File: config.mk
export PLATFORM = sky130hd
export DESIGN_NAME = turn_scheduler
export DESIGN_NICKNAME = d
export VERILOG_FILES = /design/src/rtl/turn_scheduler.sv
export SDC_FILE = /design/constraint.sdc
export NUM_CORES = 1
export LEC_CHECK = 0
export ABC_AREA = 1
export ABC_CLOCK_PERIOD_IN_PS = 3870
export CORE_MARGIN = 2
export CORE_UTILIZATION = 25
export CTS_CLUSTER_DIAMETER = 100
export DETAILED_ROUTE_END_ITERATION = 8
export PLACE_DENSITY = 0.52
export SYNTH_ARGS = -nofsm -noshare
export SYNTH_HDL_FRONTEND = slang
export SYNTH_SLANG_ARGS = --single-unit
File: constraint.sdc
create_clock -name clk -period 3.87 [get_ports clk]
set_clock_uncertainty 0.05 [all_clocks]
set_input_delay 0.387 -clock clk [delete_from_list [all_inputs] [get_ports clk]]
set_output_delay 0.387 -clock clk [all_outputs]
set_load 0.05 [all_outputs]
File: src/rtl/turn_scheduler.sv
// rtl/turn_scheduler.sv - single-clock turn controller for the 6-player elimination game
//
// Purpose:
//   Synchronizes and edge-detects six asynchronous player buttons, grants only
//   the current player, applies the move table and times out idle players.
//   Everything runs on clk; the display logic consumes state_out/out unchanged.
//
// Optional feature macro: WRONG_TURN_LOSE_EN
//   Defined   : an out-of-turn press during play makes the lowest-index wrong
//               presser lose, overriding the current move and the timeout.
//   Undefined : out-of-turn presses only pulse wrong_turn.
//
// Ports:
//   clk            system clock, rising edge
//   reset_n        asynchronous active-low reset
//   player_btn[5:0] raw asynchronous buttons, bit k-1 = player k
//   player1..6     3-bit action code of each player
//   state_out[3:0] {lose, id}; id = current player, or loser when lose=1
//   out[2:0]       loser id when lose=1, else 0
//   grant[5:0]     one-hot current player, 0 while lose=1
//   move_pulse     one-cycle pulse per accepted move
//   lose_pulse     one-cycle pulse on entry to the lose state
//   wrong_turn[5:0] one-cycle pulse per out-of-turn press edge

module turn_scheduler #(
  parameter int SYNC_STAGES    = 2,
  parameter int TIMEOUT_CYCLES = 1000,
  parameter int TIMEOUT_W      = 16
) (
  input  logic       clk,
  input  logic       reset_n,
  input  logic [5:0] player_btn,
  input  logic [2:0] player1,
  input  logic [2:0] player2,
  input  logic [2:0] player3,
  input  logic [2:0] player4,
  input  logic [2:0] player5,
  input  logic [2:0] player6,
  output logic [3:0] state_out,
  output logic [2:0] out,
  output logic [5:0] grant,
  output logic       move_pulse,
  output logic       lose_pulse,
  output logic [5:0] wrong_turn
);

  typedef enum logic {PLAY = 1'b0, LOSE = 1'b1} phase_t;

  phase_t                 phase_q, phase_d;
  logic [2:0]             id_q, id_d;
  logic [TIMEOUT_W-1:0]   tcnt_q, tcnt_d;
  logic                   move_d, lose_d;
  logic [5:0]             wt_d;

  logic [5:0]             sync_q [SYNC_STAGES];
  logic [5:0]             prev_q;
  logic [5:0]             btn_edge;
  logic [5:0]             id_onehot;
  logic                   own_edge;
  logic [2:0]             action;
  logic                   timeout_hit;

`ifdef WRONG_TURN_LOSE_EN
  logic [2:0]             low_j;
`endif

  // Player ids are 1..6; advance k by step positions with wrap-around.
  function automatic logic [2:0] id_step(input logic [2:0] k, input logic [2:0] step);
    logic [3:0] s;
    s = {1'b0, k} + {1'b0, step};
    if (s > 4'd6) s = s - 4'd6;
    return s[2:0];
  endfunction

  always_ff @(posedge clk or negedge reset_n) begin
    if (!reset_n) begin
      for (int i = 0; i < SYNC_STAGES; i++) sync_q[i] <= '0;
      prev_q <= '0;
    end else begin
      sync_q[0] <= player_btn;
      for (int i = 1; i < SYNC_STAGES; i++) sync_q[i] <= sync_q[i-1];
      prev_q <= sync_q[SYNC_STAGES-1];
    end
  end

  assign btn_edge  = sync_q[SYNC_STAGES-1] & ~prev_q;
  assign id_onehot = 6'b000001 << (id_q - 3'd1);
  assign own_edge  = |(btn_edge & id_onehot);

  always_comb begin
    case (id_q)
      3'd1:    action = player1;
      3'd2:    action = player2;
      3'd3:    action = player3;
      3'd4:    action = player4;
      3'd5:    action = player5;
      3'd6:    action = player6;
      default: action = player1;
    endcase
  end

  generate
    if (TIMEOUT_CYCLES == 0) begin : g_no_timeout
      assign timeout_hit = 1'b0;
    end else begin : g_timeout
      assign timeout_hit = (tcnt_q == TIMEOUT_W'(TIMEOUT_CYCLES - 1));
    end
  endgenerate

  always_comb begin
    phase_d = phase_q;
    id_d    = id_q;
    move_d  = 1'b0;
    lose_d  = 1'b0;
    wt_d    = '0;
`ifdef WRONG_TURN_LOSE_EN
    low_j   = 3'd1;
`endif
    case (phase_q)
      PLAY: begin
        wt_d = btn_edge & ~id_onehot;
        if (own_edge) begin
          move_d = 1'b1;
          case (action)
            3'd1:    id_d = id_step(id_q, 3'd4);
            3'd2:    id_d = id_step(id_q, 3'd5);
            3'd4:    id_d = id_step(id_q, 3'd1);
            3'd5:    id_d = id_step(id_q, 3'd2);
            default: begin
              phase_d = LOSE;
              lose_d  = 1'b1;
            end
          endcase
        end else if (timeout_hit) begin
          phase_d = LOSE;
          lose_d  = 1'b1;
        end
`ifdef WRONG_TURN_LOSE_EN
        for (int j = 5; j >= 0; j--) begin
          if (wt_d[j]) low_j = 3'(j + 1);
        end
        if (|wt_d) begin
          phase_d = LOSE;
          id_d    = low_j;
          lose_d  = 1'b1;
          move_d  = 1'b0;
        end
`endif
      end
      LOSE: begin
        // Only the loser can restart; the game resumes with player 1.
        if (own_edge) begin
          phase_d = PLAY;
          id_d    = 3'd1;
          move_d  = 1'b1;
        end
      end
      default: begin
        phase_d = PLAY;
        id_d    = 3'd1;
      end
    endcase

    if (phase_d != phase_q || id_d != id_q || phase_q == LOSE) tcnt_d = '0;
    else if (TIMEOUT_CYCLES != 0)                              tcnt_d = tcnt_q + TIMEOUT_W'(1);
    else                                                       tcnt_d = tcnt_q;
  end

  always_ff @(posedge clk or negedge reset_n) begin
    if (!reset_n) begin
      phase_q    <= PLAY;
      id_q       <= 3'd1;
      tcnt_q     <= '0;
      move_pulse <= 1'b0;
      lose_pulse <= 1'b0;
      wrong_turn <= '0;
    end else begin
      phase_q    <= phase_d;
      id_q       <= id_d;
      tcnt_q     <= tcnt_d;
      move_pulse <= move_d;
      lose_pulse <= lose_d;
      wrong_turn <= wt_d;
    end
  end

  assign state_out = {phase_q == LOSE, id_q};
  assign out       = (phase_q == LOSE) ? id_q : 3'b000;
  assign grant     = (phase_q == LOSE) ? 6'b000000 : id_onehot;

endmodule

* Word-level counts from Yosys, hierarchy flattened
Index checks and enable logic that the tools add are counted.
Word-level totals: bits in registers 46, word-level logic and storage cells 66, output and inout bits 21
Operators by class: mux-type cells 20, equal/unequal tests 12, $lt $le $gt $ge 4, $add $sub $neg 10, shifts and indexed selects 1, reductions and logical operators 4, bitwise operators 6
Operator list (count):
- two-way mux 3 bit | 7
- bitwise AND 6 bit | 3
- adder 16 x 1 -> 16 bit (second input constant) | 1
- equality test 16 x 10 -> 1 bit (second input constant) | 1
- greater-than comparator 4 x 3 -> 1 bit (second input constant) | 4
- two-way mux 16 bit | 1
- equality test 3 bit (second input constant) | 5
- one-hot mux 3 bit (5 select lines) | 1
- two-way mux 6 bit | 2
- NOT 6 bit | 2
- one-hot mux 3 bit (4 select lines) | 1
- subtractor 3 bit (second input constant) | 4
- equality test 3 x 2 -> 1 bit (second input constant) | 3
- adder 3 x 3 -> 4 bit (second input constant) | 2
- two-way mux 1 bit | 6
- one-hot mux 3 bit (2 select lines) | 1
- OR reduction 6 bit | 1
- left shift 1 x 3 -> 6 bit (first input constant) | 1
- adder 3 x 1 -> 4 bit (second input constant) | 1
- adder 3 x 2 -> 4 bit (second input constant) | 1
- OR reduction 4 bit | 1
- equality test 3 x 1 -> 1 bit (second input constant) | 1
- inequality test 3 bit | 1
- subtractor 3 x 1 -> 3 bit (second input constant) | 1
- 4 further kinds | 5

* Logic depth before layout (Yosys ltp)
depth in word-level cells 11, mapped depth 20, gate-level depth less buffers 19

* Worst setup path after synthesis
Ideal clock, no wire load.
kind reg-to-reg, start reg id_q[1], end reg tcnt_q[9], cell stages (with the launch flop) 18, setup time 0.128 ns, buffers on the path 1, arrival time 3.086 ns, setup slack 0.606 ns, required time 3.692 ns, cell sequence dfrtp_1 > inv_1 > ha_1 > ha_1 > inv_1 > nand2_1 > nor3_1 > nor3_1 > nand2_2 > inv_1 > nor2_4 > inv_2 > nand2_1 > nand3_1 > nand3_1 > nand3_4 > buf_12 > nor2_4
Between the ends: word-level cells in the longest chain between the ends 11
RTL lines:
- start: declaration | line 50 | logic [2:0] id_q, id_d;
- start signal: assignment | line 179 | id_q <= id_d;
- branches (longest 8 deep; another with adder 3 x 2 -> 4 bit)
- logical OR 1 bit (*) (2 in a row) | line 164 | if (phase_d != phase_q || id_d != id_q || phase_q == LOSE) tcnt_d = '0;
- two-way mux 16 bit (*) | line 164
- net tcnt_d[9] | line 51 | logic [TIMEOUT_W-1:0] tcnt_q, tcnt_d;
- end signal: assignment | line 180 | tcnt_q <= tcnt_d;
- end: declaration | line 51
Mark *: on every way through the listed nets, which the timed path passes.

* Worst setup path after layout
start reg id_q[1], end reg tcnt_q[15]
The elaborated chain is that of the path after synthesis.

==> run_results.csv <==
group,metric,value,unit
run_status,status,"finished clean",
critical_path,cp_max_fo,16,
sta,fmax,299,MHz
clock_tree,holdBufCountCts,0,
routing,drt.antenna.violating_nets,0,
sta,fin_ws,0.524,ns
job,cap_viol_max_count,0,
critical_path,reg2reg_to,"tcnt_q[15]$_DFF_PN0_",
grt,grt_first_pass_wirelength,10000,um
power,p_per_area,245,nW/um^2
floorplan,die_h,109,um
clock_tree,clk_path_buf_depth,2,
floorplan,die_area,12000,um^2
routing,drc,0,
routing,drt_iter0_markers,121,
clock_tree,cts_setup_buffers,0,
place,pre_cts_ws,0.520,ns
clock_tree,cts-buffers-inserted,5,
synthesis,synth-seq-cells,46,
final_layout,drive_gt1_share,13.9,%
grt,grtUsageMet2,16.6,%
grt,grt_usage,10.6,%
sta,rsz0062_at_grt,"no",
floorplan,io_pins,47,
power,p_leak,1.50,nW
grt,antenna_found_initial,0,
synthesis,synth_warnings,0,
routing,vias,2129,
synthesis,syn_area,2780,um^2
final_layout,num-fill-cells,1156,
clock_tree,clk_latency,0.30,ns
grt,grt_max_degree,47,
place,gp_congestion,0.773,
clock_tree,cts_root_buffer,"clkbuf_8",
critical_path,r2r_slack,0.52,ns
routing,wl_per_cell,11.3,um
floorplan,start_util,25.6,%
place,dp_hpwl,4380,um
grt,first_global_vias,2142,
synthesis,yosysSeqAreaShare,41.5,%
final_layout,fin_area,3460,um^2
final_layout,nets,413,
floorplan,core_area,10800,um^2
clock_tree,clk_pin_slew,0.09,ns
synthesis,syn-num-nets,364,
sta,maxSlewHeadroom,32.5,%
sta,period_minus_slack,3.35,ns
critical_path,worst_ep_required_time,4.05,ns
clock_tree,cts_resized,0,
grt,top_usage_layer,"met2",
critical_path,start_kind,"register",
place,placement.cell_area,3370,um^2
routing,vias_per_cell,4.15,
sta,setup_tns,0,ns
grt,overflow,0,
grt,grtUsageMet1,14.7,%
floorplan,row_count,38,
sta,worst_slew_pin_slew,1.01,ns
clock_tree,h-tree-depth,2,
sta,finalSetupViolCount,0,
critical_path,endpoint_kind,"register",
sta,fin_crit_sh,86.5,%
critical_path,r2r_start,"id_q[1]$_DFF_PN0_",
final_layout,area_growth,24.6,%
synthesis,postSynthCellCount,323,
floorplan,die_w,109,um
clock_tree,cts_sinks,46,
sta,timing_hold_violations_final,0,
clock_tree,cts_tree,"yes",
worst_hold_path,hold_class,"in2async",
critical_path,cp.arrival,3.52,ns
grt,use_met3,1.78,%
critical_path,ff2ff_path_depth,16,
critical_path,setup.worst_path.class,"reg2reg",
routing,wl,5780,um
final_layout,n_antenna_cell,0,
place,io_buffers,46,
sta,maxSlewViolCount,0,
synthesis,synth.distinct_cells,35,
routing,firstDrtPassIters,4,
synthesis,avgSynthCellArea,8.60,um^2
power,peakVddDrop,0.231,mV
==> cell families (layout without fill, tap and decap cells) <==
family | count (synthesis) | in the layout | synth area share, %
AOI/OAI and AO/OA | 7 | 7 | 1.49
adders and majority gates | 15 | 15 | 6.76
and+or+nand+nor | 188 | 188 | 36.5
xor gates and xnor gates | 19 | 19 | 5.99
DFF | 46 | 46 | 41.5
buffers and inverters | 48 | 98 | 7.79
==> worst max-delay path: stages, from the launching register on <==
cell and delay (ns):
dfrtp_1 0.53, inv_1 0.27, ha_1 0.28, ha_1 0.36
inv_1 0.10, nand2_1 0.11, nor3_1 0.17, nor3_1 0.08
nand2_2 0.13, inv_1 0.12, nor2_4 0.17, inv_2 0.05
nand2_1 0.05, nand3_1 0.10, nand3_1 0.14, nand3_4 0.33
nor2_1 0.20
==> cell type report <==
class | count | area [um^2] | share of cell area [%]
Clock inverter | 3 | 23.8 | 0.687
Clock buffer | 5 | 68.8 | 1.99
Inverter | 43 | 169 | 4.88
Tap cell | 140 | 175 | 5.06
Sequential cell | 46 | 1150 | 33.3
Multi-Input combinational cell | 229 | 1410 | 40.7
Timing Repair Buffer | 47 | 463 | 13.4
==> how the worst max path moves through the flow <==
stage	end	from	slack (ns)	cells after the start
after detailed placement	tcnt_q[15]$_DFF_PN0_	id_q[1]$_DFF_PN0_	0.52	16
after global placement	tcnt_q[0]$_DFF_PN0_	id_q[1]$_DFF_PN0_	0.66	16
after CTS	tcnt_q[2]$_DFF_PN0_	id_q[1]$_DFF_PN0_	0.49	16
after global routing	tcnt_q[3]$_DFF_PN0_	id_q[1]$_DFF_PN0_	0.14	16
after floorplan	tcnt_q[9]$_DFF_PN0_	id_q[1]$_DFF_PN0_	0.61	17
final	tcnt_q[15]$_DFF_PN0_	id_q[1]$_DFF_PN0_	0.52	16
==> sequential cells by signal (all words and copies together) (netlist names) <==
| signal | count |
|---|---|
| move_pulse | 1 |
| phase_q | 1 |
| prev_q | 6 |
| tcnt_q | 16 |
| wrong_turn | 6 |
| sync_q | 12 |
| id_q | 3 |
| lose_pulse | 1 |
==> synth_stat cells (all sizes together) <==
library cell | number | area share (%)
nor4 | 5 | 1.1
buf | 4 | 1.6
nand2 | 75 | 12
xor2 | 14 | 4.4
nor2 | 48 | 10
inv | 43 | 6.1
dfrtp | 45 | 41
nand3 | 33 | 7.0
nand4 | 6 | 1.4
clkbuf | 1 | 0.14
ha | 15 | 6.8
nand3b | 5 | 1.4
a21o | 1 | 0.27
nor3 | 15 | 2.9
dfstp | 1 | 0.95
or2 | 1 | 0.23
xnor2 | 5 | 1.6
o21ai | 4 | 0.72
a21oi | 2 | 0.50
==> per-layer routing <==
layer	up-vias	wire, um
met5	-	0
met4	0	87
met3	6	258
met2	40	2560
met1	969	2870
li1	1114	-
==> per-stage QoR <==
step	util (%)	instances	hold WS, ns	power [W]
CTS	31.9	513	0.233	0.000865
finish	31.9	513	0.203	0.000849
global route	31.9	513	0.299	0.000890
floorplan	-	323	0.0414	0.000520
global placement	31.1	505	0.284	0.000558
detailed placement	31.1	505	0.285	0.000559
==> placed cells by master, fill, tap and decap left out, drive strengths merged, types with 2 or more instances in the layout <==
cell type and n:
nand2 75, nor2 48, dfrtp 45, clkdlybuf4s50 45, inv 44, nand3 33
ha 15, nor3 15, xor2 14, nand4 6, nand3b 5, xnor2 5
nor4 5, clkbuf 5, o21ai 4, clkinvlp 2, a21oi 2, buf 2
==> power by group <==
group	switching, W	internal [W]	leakage (nW)
clock network	0.000171	0.000129	0.0408
registers	0.00000386	0.000490	0.582
logic	0.0000261	0.0000285	0.877
total	0.000201	0.000647	1.50
Note: power is estimated with default switching activity, not from simulation.
